==> src/rtl/sync_fifo_param.sv <==
// sync_fifo_param: parameterised single-clock FIFO with occupancy count,
// programmable almost-full/almost-empty flags and overflow/underflow pulses.
// Compile-time option: define SYNC_FIFO_FWFT_EN for first-word-fall-through
// reads (head word shown combinationally, rd_en pops it). Without the macro
// rd_data is registered with one cycle of read latency.
module sync_fifo_param #(
    parameter int DATA_W    = 8,
    parameter int DEPTH     = 16,
    parameter int AF_THRESH = DEPTH - 2,
    parameter int AE_THRESH = 2,
    localparam int AW       = $clog2(DEPTH)
) (
    input  logic              clk,
    input  logic              rst,
    input  logic              wr_en,
    input  logic [DATA_W-1:0] wr_data,
    input  logic              rd_en,
    output logic [DATA_W-1:0] rd_data,
    output logic              rd_valid,
    output logic              full,
    output logic              empty,
    output logic              almost_full,
    output logic              almost_empty,
    output logic [AW:0]       count,
    output logic              overflow,
    output logic              underflow
);

    if (DEPTH < 4 || (DEPTH & (DEPTH - 1)) != 0) begin : g_bad_depth
        $error("sync_fifo_param: DEPTH must be a power of two >= 4");
    end
    if (AF_THRESH < 1 || AF_THRESH > DEPTH) begin : g_bad_af
        $error("sync_fifo_param: AF_THRESH out of range 1..DEPTH");
    end
    if (AE_THRESH < 0 || AE_THRESH > DEPTH - 1) begin : g_bad_ae
        $error("sync_fifo_param: AE_THRESH out of range 0..DEPTH-1");
    end

    localparam logic [AW:0] AF_T = (AW+1)'(AF_THRESH);
    localparam logic [AW:0] AE_T = (AW+1)'(AE_THRESH);
    localparam logic [AW:0] ONE  = (AW+1)'(1);

    logic [DATA_W-1:0] mem_q [DEPTH];
    logic [AW:0]       wptr_q, wptr_d;
    logic [AW:0]       rptr_q, rptr_d;
    logic              overflow_q, underflow_q;
    logic              wr_acc, rd_acc;

    // Extra pointer MSB distinguishes full from empty so all DEPTH slots are usable
    assign empty        = (wptr_q == rptr_q);
    assign full         = (wptr_q[AW] != rptr_q[AW]) &&
                          (wptr_q[AW-1:0] == rptr_q[AW-1:0]);
    assign count        = wptr_q - rptr_q;
    assign almost_full  = (count >= AF_T);
    assign almost_empty = (count <= AE_T);

    // Acceptance uses pre-edge flags only: no bypass of a same-cycle read/write
    assign wr_acc = wr_en && !full;
    assign rd_acc = rd_en && !empty;

    assign overflow  = overflow_q;
    assign underflow = underflow_q;

    // Next-state pointers
    always_comb begin
        wptr_d = wptr_q;
        rptr_d = rptr_q;
        if (wr_acc) wptr_d = wptr_q + ONE;
        if (rd_acc) rptr_d = rptr_q + ONE;
    end

    // Pointer and error-pulse registers; reset wins over any request
    always_ff @(posedge clk) begin
        if (rst) begin
            wptr_q      <= '0;
            rptr_q      <= '0;
            overflow_q  <= 1'b0;
            underflow_q <= 1'b0;
        end else begin
            wptr_q      <= wptr_d;
            rptr_q      <= rptr_d;
            overflow_q  <= wr_en && full;
            underflow_q <= rd_en && empty;
        end
    end

    // Storage array, intentionally not reset; gated so reset blocks writes
    always_ff @(posedge clk) begin
        if (!rst && wr_acc) mem_q[wptr_q[AW-1:0]] <= wr_data;
    end

`ifdef SYNC_FIFO_FWFT_EN
    // Head word falls through; rd_en acknowledges it
    assign rd_data  = mem_q[rptr_q[AW-1:0]];
    assign rd_valid = !empty;
`else
    logic [DATA_W-1:0] rd_data_q;
    logic              rd_valid_q;

    // Registered read: load head on accepted pop, otherwise hold
    always_ff @(posedge clk) begin
        if (rst) begin
            rd_data_q  <= '0;
            rd_valid_q <= 1'b0;
        end else begin
            rd_valid_q <= rd_acc;
            if (rd_acc) rd_data_q <= mem_q[rptr_q[AW-1:0]];
        end
    end

    assign rd_data  = rd_data_q;
    assign rd_valid = rd_valid_q;
`endif

endmodule

==> config.mk <==
export PLATFORM = sky130hd
export DESIGN_NAME = sync_fifo_param
export DESIGN_NICKNAME = d
export VERILOG_FILES = /design/src/rtl/sync_fifo_param.sv
export SDC_FILE = /design/constraint.sdc
export NUM_CORES = 1
export LEC_CHECK = 0
export CORE_MARGIN = 4
export CORE_UTILIZATION = 47
export DETAILED_ROUTE_END_ITERATION = 8
export GPL_TIMING_DRIVEN = 0
export HOLD_SLACK_MARGIN = 0.1
export SLEW_MARGIN = 15
export SYNTH_ARGS = -nofsm -noshare
export SYNTH_HDL_FRONTEND = slang
export SYNTH_SLANG_ARGS = --single-unit
==> constraint.sdc <==
create_clock -name clk -period 4.6 [get_ports clk]
set_input_delay 0.46 -clock clk [delete_from_list [all_inputs] [get_ports clk]]
set_output_delay 0.46 -clock clk [all_outputs]
set_load 0.02 [all_outputs]
==> Yosys cells after proc, flatten, opt, wreduce, memory -nomap -nowiden <==
Memory sizes are Yosys's and may differ from the RTL's. A register that Yosys moved wholly into a read port is not among the register bits.
Cells that the tools add are included.
{ "totals": {"ff_bits": 13, "memories": 1, "ramBits": 128, "out_inout_bits": 20} }
{ "mem_list": {"columns": ["name", "depth", "width", "rd", "rd_clocked_by_memory_dff", "wr", "line_no", "source"], "rows": [
  ["mem_q", 16, 8, 1, 1, 1, "43", "logic [DATA_W-1:0] mem_q [DEPTH];"]
]} }
{ "classes": {"order_cmp": 2, "n_mux": 2, "n_reduce_logical": 9, "eq_ne": 3, "n_addsub": 3} }
{ "op_table": {"columns": ["cell", "n"], "rows": [
  ["adder 5 x 1 -> 5 bit, second input constant", 2],
  ["logical AND 1 bit", 6],
  ["equality test 5 bit", 1],
  ["greater-or-equal comparator 5 x 4 -> 1 bit, second input constant", 1],
  ["less-or-equal comparator 5 x 2 -> 1 bit, second input constant", 1],
  ["subtractor 5 bit", 1],
  ["equality test 4 bit", 1],
  ["logical NOT 1 bit", 3],
  ["two-way mux 1 bit", 2],
  ["!= test 1 bit", 1]
]} }

==> Logic depth before layout (Yosys ltp) <==
Gate-level depths: netlist (run 1).
{ "depth": {"depth_word": 7, "mapped_depth": 9, "ltp_nobuf": 8} }

==> Worst setup path before layout (run 1) <==
No wires, ideal clock.
{ "synth_path": {"kind": "flip-flop to output port", "startpoint": "register rptr_q[1]", "endpoint": "output port almost_empty", "t_arrival_ns": 2.409, "setup_slack_ns": 1.731, "required_time_ns": 4.140, "stages_incl_launch_ff": 9, "cell_sequence": "dfxtp_1 > buf_4 > buf_6 > inv_1 > fa_1 > a21o_1 > a21oi_1 > xnor2_1 > a211oi_1"} }
{ "synth_via": {"elab_chain_len": 2} }
{ "synth_rtl": {"columns": ["item", "line_no", "source"], "rows": [
  ["start: declaration", "45", "logic [AW:0] rptr_q, rptr_d;"],
  ["start signal: assignment", "81", "rptr_q <= rptr_d;"],
  ["subtractor 5 bit", "53", "assign count = wptr_q - rptr_q;"],
  ["net count[4]", "24", "output logic [AW:0] count,"],
  ["less-or-equal comparator 5 x 2 -> 1 bit", "55", "assign almost_empty = (count <= AE_T);"],
  ["end: declaration", "23", "output logic almost_empty,"]
]} }
The timed path passes the listed nets, and every way through them passes these cells.

==> Final worst setup path (run 1) <==
{ "layout_path": {"startpoint": "register rptr_q[2]", "endpoint": "output port almost_empty"} }
{ "layout_via": {"elab_chain_len": 2} }
{ "layout_rtl": {"columns": ["item", "line_no"], "rows": [
  ["subtractor 5 bit", "53"],
  ["less-or-equal comparator 5 x 2 -> 1 bit", "55"]
]} }
Every way passes these cells.

==> results of run 1 <==
[critical path: cells and delay by family, from the launching register on]
| family | cells | cell delay (ns) |
|---|---|---|
| buf+inv | 4 | 1.46 |
| fa+ha+maj | 1 | 0.40 |
| compound gates | 2 | 0.40 |
| simple gates | 1 | 0.34 |
| flops | 1 | 0.32 |
[placed cells by master (no fill, tap or decap), types with 9 or more instances in the layout]
cell / count
edfxtp_1: 128
mux2i_1: 49
nor2_1: 31
clkdlybuf4s50_1: 31
dfxtp_1: 21
clkbuf_16: 17
o22ai_1: 16
o21ai_0: 12
nor3_1: 11
a211oi_1: 9
ha_1: 9
[report_power, final]
group	switching [W]	leakage [nW]	internal [W]	total [W]
logic	0.000302	0.680	0.000225	0.000528
clock network	0.000524	0.308	0.000955	0.00148
registers	0.0000202	1.32	0.00150	0.00152
total	0.000846	2.31	0.00268	0.00353
[per-layer routing]
layer	track usage (%)	wire length, um	share of wire (%)
met1	26.74	5919	46
met2	28.84	6072	47
met3	5.200	891	6.9
met4	6.092	113	0.87
met5	0	0	0
[worst max path at each step]
| stage | end | depth (start not counted) | slack, ns |
|---|---|---|---|
| floorplan | almost_empty | 8 | 1.73 |
| global placement | mem_q[3][1] | 8 | 0.77 |
| detailed placement | mem_q[2][5] | 8 | 1.00 |
| CTS | almost_empty | 8 | 0.79 |
| global route | almost_empty | 8 | 0.60 |
| finish | almost_empty | 8 | 0.81 |
[area by class of cell]
type	count	area, um2	share of cell area (%)
sequential	149	4264	58.89
multi-input combinational	208	1679	23.19
clock buffer	17	425.4	5.875
timing repair buffer	31	310.3	4.285
tap	172	215.2	2.972
clock inverter	15	210.2	2.903
buffer	19	106.4	1.469
inverter	8	30.03	0.4147
[cell families after synthesis]
| kind of cell | Yosys count | share of synthesized area [%] |
|---|---|---|
| fa+ha+maj | 10 | 2.187 |
| compound gates | 60 | 6.849 |
| flops | 149 | 70.31 |
| xor+xnor | 10 | 1.692 |
| mux | 57 | 11.06 |
| buf+inv | 27 | 2.249 |
| simple gates | 71 | 5.653 |
[registers in the layout, summed over array words and instances (netlist names)]
name	count
mem_q	128
overflow	1
rd_data	8
rd_valid	1
rptr_q	5
underflow	1
wptr_q	5
[per-stage QoR]
step / cell area (um2) / cells / total power (W) / setup slack, ns
floorplan: 6065 / 384 / 0.001868 / 1.731
global placement: 6590 / 587 / 0.002074 / 0.7701
detailed placement: 6600 / 587 / 0.002081 / 1.003
CTS: 7236 / 619 / 0.003552 / 0.7853
global route: 7241 / 619 / 0.003658 / 0.5993
finish: 7241 / 619 / 0.003527 / 0.8072
==> qor.yml, run 1 <==
outcome: "completed"
diodes: 0
rsz0062_at_grt: "false"
tightest_slew_ns: 1.072
cts_made_buffers: 17
htree_levels: 4
pin_count: 32
fin_util_pct: 57.38
placementRows: 41
hold_violations: 0
rr_worst_depth: 8
clk_pin_slew_ns: 0.06
worstHoldEndpoint: "rd_data[3]"
hold_class: "register to register"
finalCritPeriodShare_pct: 82.45
whs_ns: 0.5045
cts_sinks: 149
seq_area_frac_synth_pct: 70.31
gp_congestion: 0.8128
r2r_slack_ns: 1.02
r2r_end: "mem_q[0][5]"
root_buffer: "clkbuf_16"
fin_tns_setup_ns: 0
path_class: "register to output pin"
synth-async-reset-ratio_pct: 0
min_path_cells: 2
initial_core_util_pct: 48.06
syn_avg_cell_area_um2: 15.79
worstSetupStartpointType: "register"
path_max_fanout: 10
routedWlPerCell_um: 21.00
ys_top_cells_by_count: "edfxtp_1 (128), mux2i_1 (49), nor2_1 (31)"
ys.flop_type: "edfxtp_1"
critPathLaunch: "rptr_q[2]"
critPathSlowestCell: "clkdlybuf4s50_1"
critPathMaxStageDelay_ns: 0.64
grt_pass1_wl_mm: 20.09
min-delay-start: "rd_data[3]"
fin_nets: 456
grt_max_degree: 17
post-synth-top-count-cell: "edfxtp_1"
peakVddDrop_uv: 393.8
route.detailed.drc: 0
holdBufCountCts: 0
cp_cell_sequence: "buf_2 > clkbuf_1 > inv_1 > ha_1 > o21a_1 > or3_1 > a211oi_1 > clkdlybuf4s50_1"
leakagePower_nw: 2.312
ctsResizeCount: 0
yosysUniqueCellTypes: 42
track_usage_pct: 18.95
wl_mm: 13.00
cts_tree: "yes"
syn-num-nets: 406
layout-drive-gt1-share_pct: 13.20
finalMaxSlewViolations: 0
antenna_found_initial: 0
firstDrtPassIters: 5
clock_path_buffers: 2
p_per_area_mw_per_mm2: 487.1
overflow: 0
end_kind: "output pin"
r2r_start: "rptr_q[2]"
fin_crit_ns: 3.793
slew_headroom_pct: 28.01
nFillCells: 1012
insertion_delay_ns: 0.42
yosysTopAreaCell: "edfxtp_1"
die-area_mm2: 0.01478
die_w_um: 121.6
maxCapViolCount: 0
crit_required_ns: 4.14
setup_viol: 0
synth_area_mm2: 0.006065
vias: 3384
yosys.area.top_type_share_pct: 63.38
fp.dieH_um: 121.6
postSynthCellCount: 384
dpl.hpwl_mm: 8.678
core-area_mm2: 0.01262
grt_pass1_vias: 3471
yosysWarnings: 0
synth_area_leaders: "edfxtp_1 (63%), mux2i_1 (8.1%), dfxtp_1 (6.9%), mux4_2 (3.0%), nor2_1 (1.9%)"
dr.first_iter.drc_count: 301
ant_nets: 0
cp.arrival_ns: 3.33
area_growth_pct: 19.39
ys_ff_latch: 149
skew_ns: 0.007700
fmax_mhz: 263.7
postCtsSetupRepairBufs: 0
via_per_inst: 5.467
synth-edff-count: 128
port_buffers: 31
Power figures use the tool's default switching activity.
==> run 2, diff against run 1 <==
--- a/config.mk
+++ b/config.mk
@@ -10,6 +10,7 @@
 export DETAILED_ROUTE_END_ITERATION = 8
 export GPL_TIMING_DRIVEN = 0
 export HOLD_SLACK_MARGIN = 0.1
+export PLACE_DENSITY = 0.67
 export SLEW_MARGIN = 15
 export SYNTH_ARGS = -nofsm -noshare
 export SYNTH_HDL_FRONTEND = slang
==> constraint.sdc (replaced) <==
create_clock -name clk -period 3.1 [get_ports clk]
set_input_delay 0.31 -clock clk [delete_from_list [all_inputs] [get_ports clk]]
set_output_delay 0.31 -clock clk [all_outputs]
set_load 0.02 [all_outputs]
==> qor.yml, run 2 (same netlist as run 1, synthesis figures left out) <==
cp.arrival_ns: 2.68  # -0.65 ns
path_class: "register to output pin"
min_path_cells: 2  # unchanged
grt_pass1_wl_mm: 19.88  # -1.0%
postCtsSetupRepairBufs: 0  # unchanged
maxCapViolCount: 0  # unchanged
holdBufCountCts: 0  # unchanged
hold_violations: 0  # unchanged
clk_pin_slew_ns: 0.06  # about the same
p_per_area_mw_per_mm2: 706.6  # +45%
root_buffer: "clkbuf_16"
routedWlPerCell_um: 20.71  # -1.4%
via_per_inst: 5.560  # +1.7%
track_usage_pct: 18.63  # -0.31 points
dr.first_iter.drc_count: 323  # +7.3%
cts_sinks: 149  # unchanged
slew_headroom_pct: 48.33  # +20 points
grt_pass1_vias: 3496  # +0.72%
dp_slack_ns: -0.5189  # -1.521 ns
grt_max_degree: 20  # +3
initial_core_util_pct: 48.06  # unchanged
vias: 3425  # +1.2%
firstDrtPassIters: 4  # -1
whs_ns: 0.5079  # +0.003400 ns
outcome: "completed"
cts_tree: "yes"
fin_nets: 453  # -0.66%
wl_mm: 12.76  # -1.8%
tightest_slew_ns: 0.7709  # -0.3006 ns
fin_crit_ns: 2.990
end_kind: "output pin"
rsz0062_at_grt: "true"
gp_congestion: 0.8086  # -0.52%
area_growth_pct: 19.25
layout-drive-gt1-share_pct: 15.77  # +2.6 points
die_w_um: 121.6  # unchanged
ant_nets: 0  # unchanged
setup_viol: 0  # unchanged
leakagePower_nw: 2.286  # -1.1%
skew_ns: 0.007975  # +0.0002747 ns
clock_path_buffers: 2  # unchanged
finalInstanceArea_mm2: 0.007232  # -0.12%
placementRows: 41  # unchanged
finalMaxSlewViolations: 0  # unchanged
multiInputGateArea_mm2: 0.001717  # +2.2%
die-area_mm2: 0.01478  # unchanged
rr_worst_depth: 7  # -1
placed_area_mm2: 0.006605  # about the same
route.detailed.drc: 0  # unchanged
core-area_mm2: 0.01262  # unchanged
path_max_fanout: 13  # +3
htree_levels: 4  # unchanged
nFillCells: 1021  # +0.89%
final_cell_mix: "edfxtp_1 (128), mux2i_1 (49), clkdlybuf4s50_1 (27)"
pin_count: 32  # unchanged
worstSetupStartpointType: "register"
antenna_found_initial: 0  # unchanged
port_buffers: 31  # unchanged
fmax_mhz: 334.5
crit_required_ns: 2.79  # -1.35 ns
diodes: 0  # unchanged
hold_class: "register to register"
insertion_delay_ns: 0.42  # about the same
fp.dieH_um: 121.6  # unchanged
mostFrequentLayoutCell: "edfxtp_1"
cts_made_buffers: 17  # unchanged
largest_reg_flops: 128  # unchanged
register_area_mm2: 0.004268  # about the same
overflow: 0  # unchanged
finalCritPeriodShare_pct: 96.45
dpl.hpwl_mm: 8.548  # -1.5%
peakVddDrop_uv: 395.7  # +0.49%
fin_ws_ns: 0.1102  # -0.6970 ns
[run 2: cell count changes in the layout (fill, tap and decap cells not counted), moves of 2 or more]
cell             previous run  this run
inv_6                       1         3
clkdlybuf4s50_1            31        27
nor2_2                      0         8
nor2_1                     31        23
dlygate4sd2_1               0         3
nor3_4                      0         2
clkinv_2                    4         2
clkbuf_1                    5         3
bufinv_16                   5         3
clkinvlp_4                  2         4
[run 2: layout make-up]
cell class / instances / share of cell area [%]
Buffer: 16 / 1.384
Clock buffer: 17 / 5.882
Clock inverter: 15 / 2.422
Inverter: 8 / 0.4152
Multi-Input combinational cell: 208 / 23.74
Sequential cell: 149 / 59.01
Tap cell: 172 / 2.976
Timing Repair Buffer: 31 / 4.170
[run 2: worst paths after layout]
check	endpoint	startpoint	slack, ns
worst min-delay path	rd_data[7]	rd_data[7]	0.51
worst min register to register	rd_data[7]	rd_data[7]	0.51
worst max-delay path	empty	rptr_q[2]	0.11
worst max register to register	mem_q[12][1]	rptr_q[2]	0.19
[run 2: worst max-delay path: stages (launching register included)]
cell and delay (ns):
dfxtp_1 0.30, buf_2 0.28, inv_1 0.14, ha_1 0.41, nand4_2 0.29, nor2_1 0.22
clkdlybuf4s50_1 0.63
[run 2: power by group]
| group | internal [W] | switching [W] | total, W | leakage (nW) |
|---|---|---|---|---|
| Combinational | 0.000316 | 0.000457 | 0.000773 | 0.677 |
| Sequential | 0.00223 | 0.0000327 | 0.00226 | 1.33 |
| Clock | 0.00127 | 0.000811 | 0.00208 | 0.283 |
| Total | 0.00381 | 0.00130 | 0.00511 | 2.29 |
[run 2: per-layer routing]
layer  track usage, %  vias to the layer above  wire (um)
met2            30.54                       95       6568
li1                 -                     1588          -
met1            23.89                     1725       5092
met5                0                        -          0
met4            7.073                        0        239
met3            5.014                       17        858
[run 2: repair_timing]
item / 4_1_cts / 5_1_grt
hold endpoints to repair: 0 / 0
gates resized for setup: 13 / 12
pin swaps: 0 / 0
endpoints found under the setup margin: 135 / 59
[run 2: metrics by stage]
| step | total power (W) | instances | utilization [%] | setup TNS (ns) |
|---|---|---|---|---|
| final | 0.005110 | 616 | 57.31 | 0 |
| after global placement | 0.003074 | 587 | 52.22 | -24.06 |
| after detailed placement | 0.003092 | 587 | 52.34 | -26.49 |
| after CTS | 0.005142 | 616 | 57.11 | 0 |
| after floorplan | 0.002772 | 384 | - | 0 |
| after global routing | 0.005302 | 616 | 57.31 | -0.08804 |
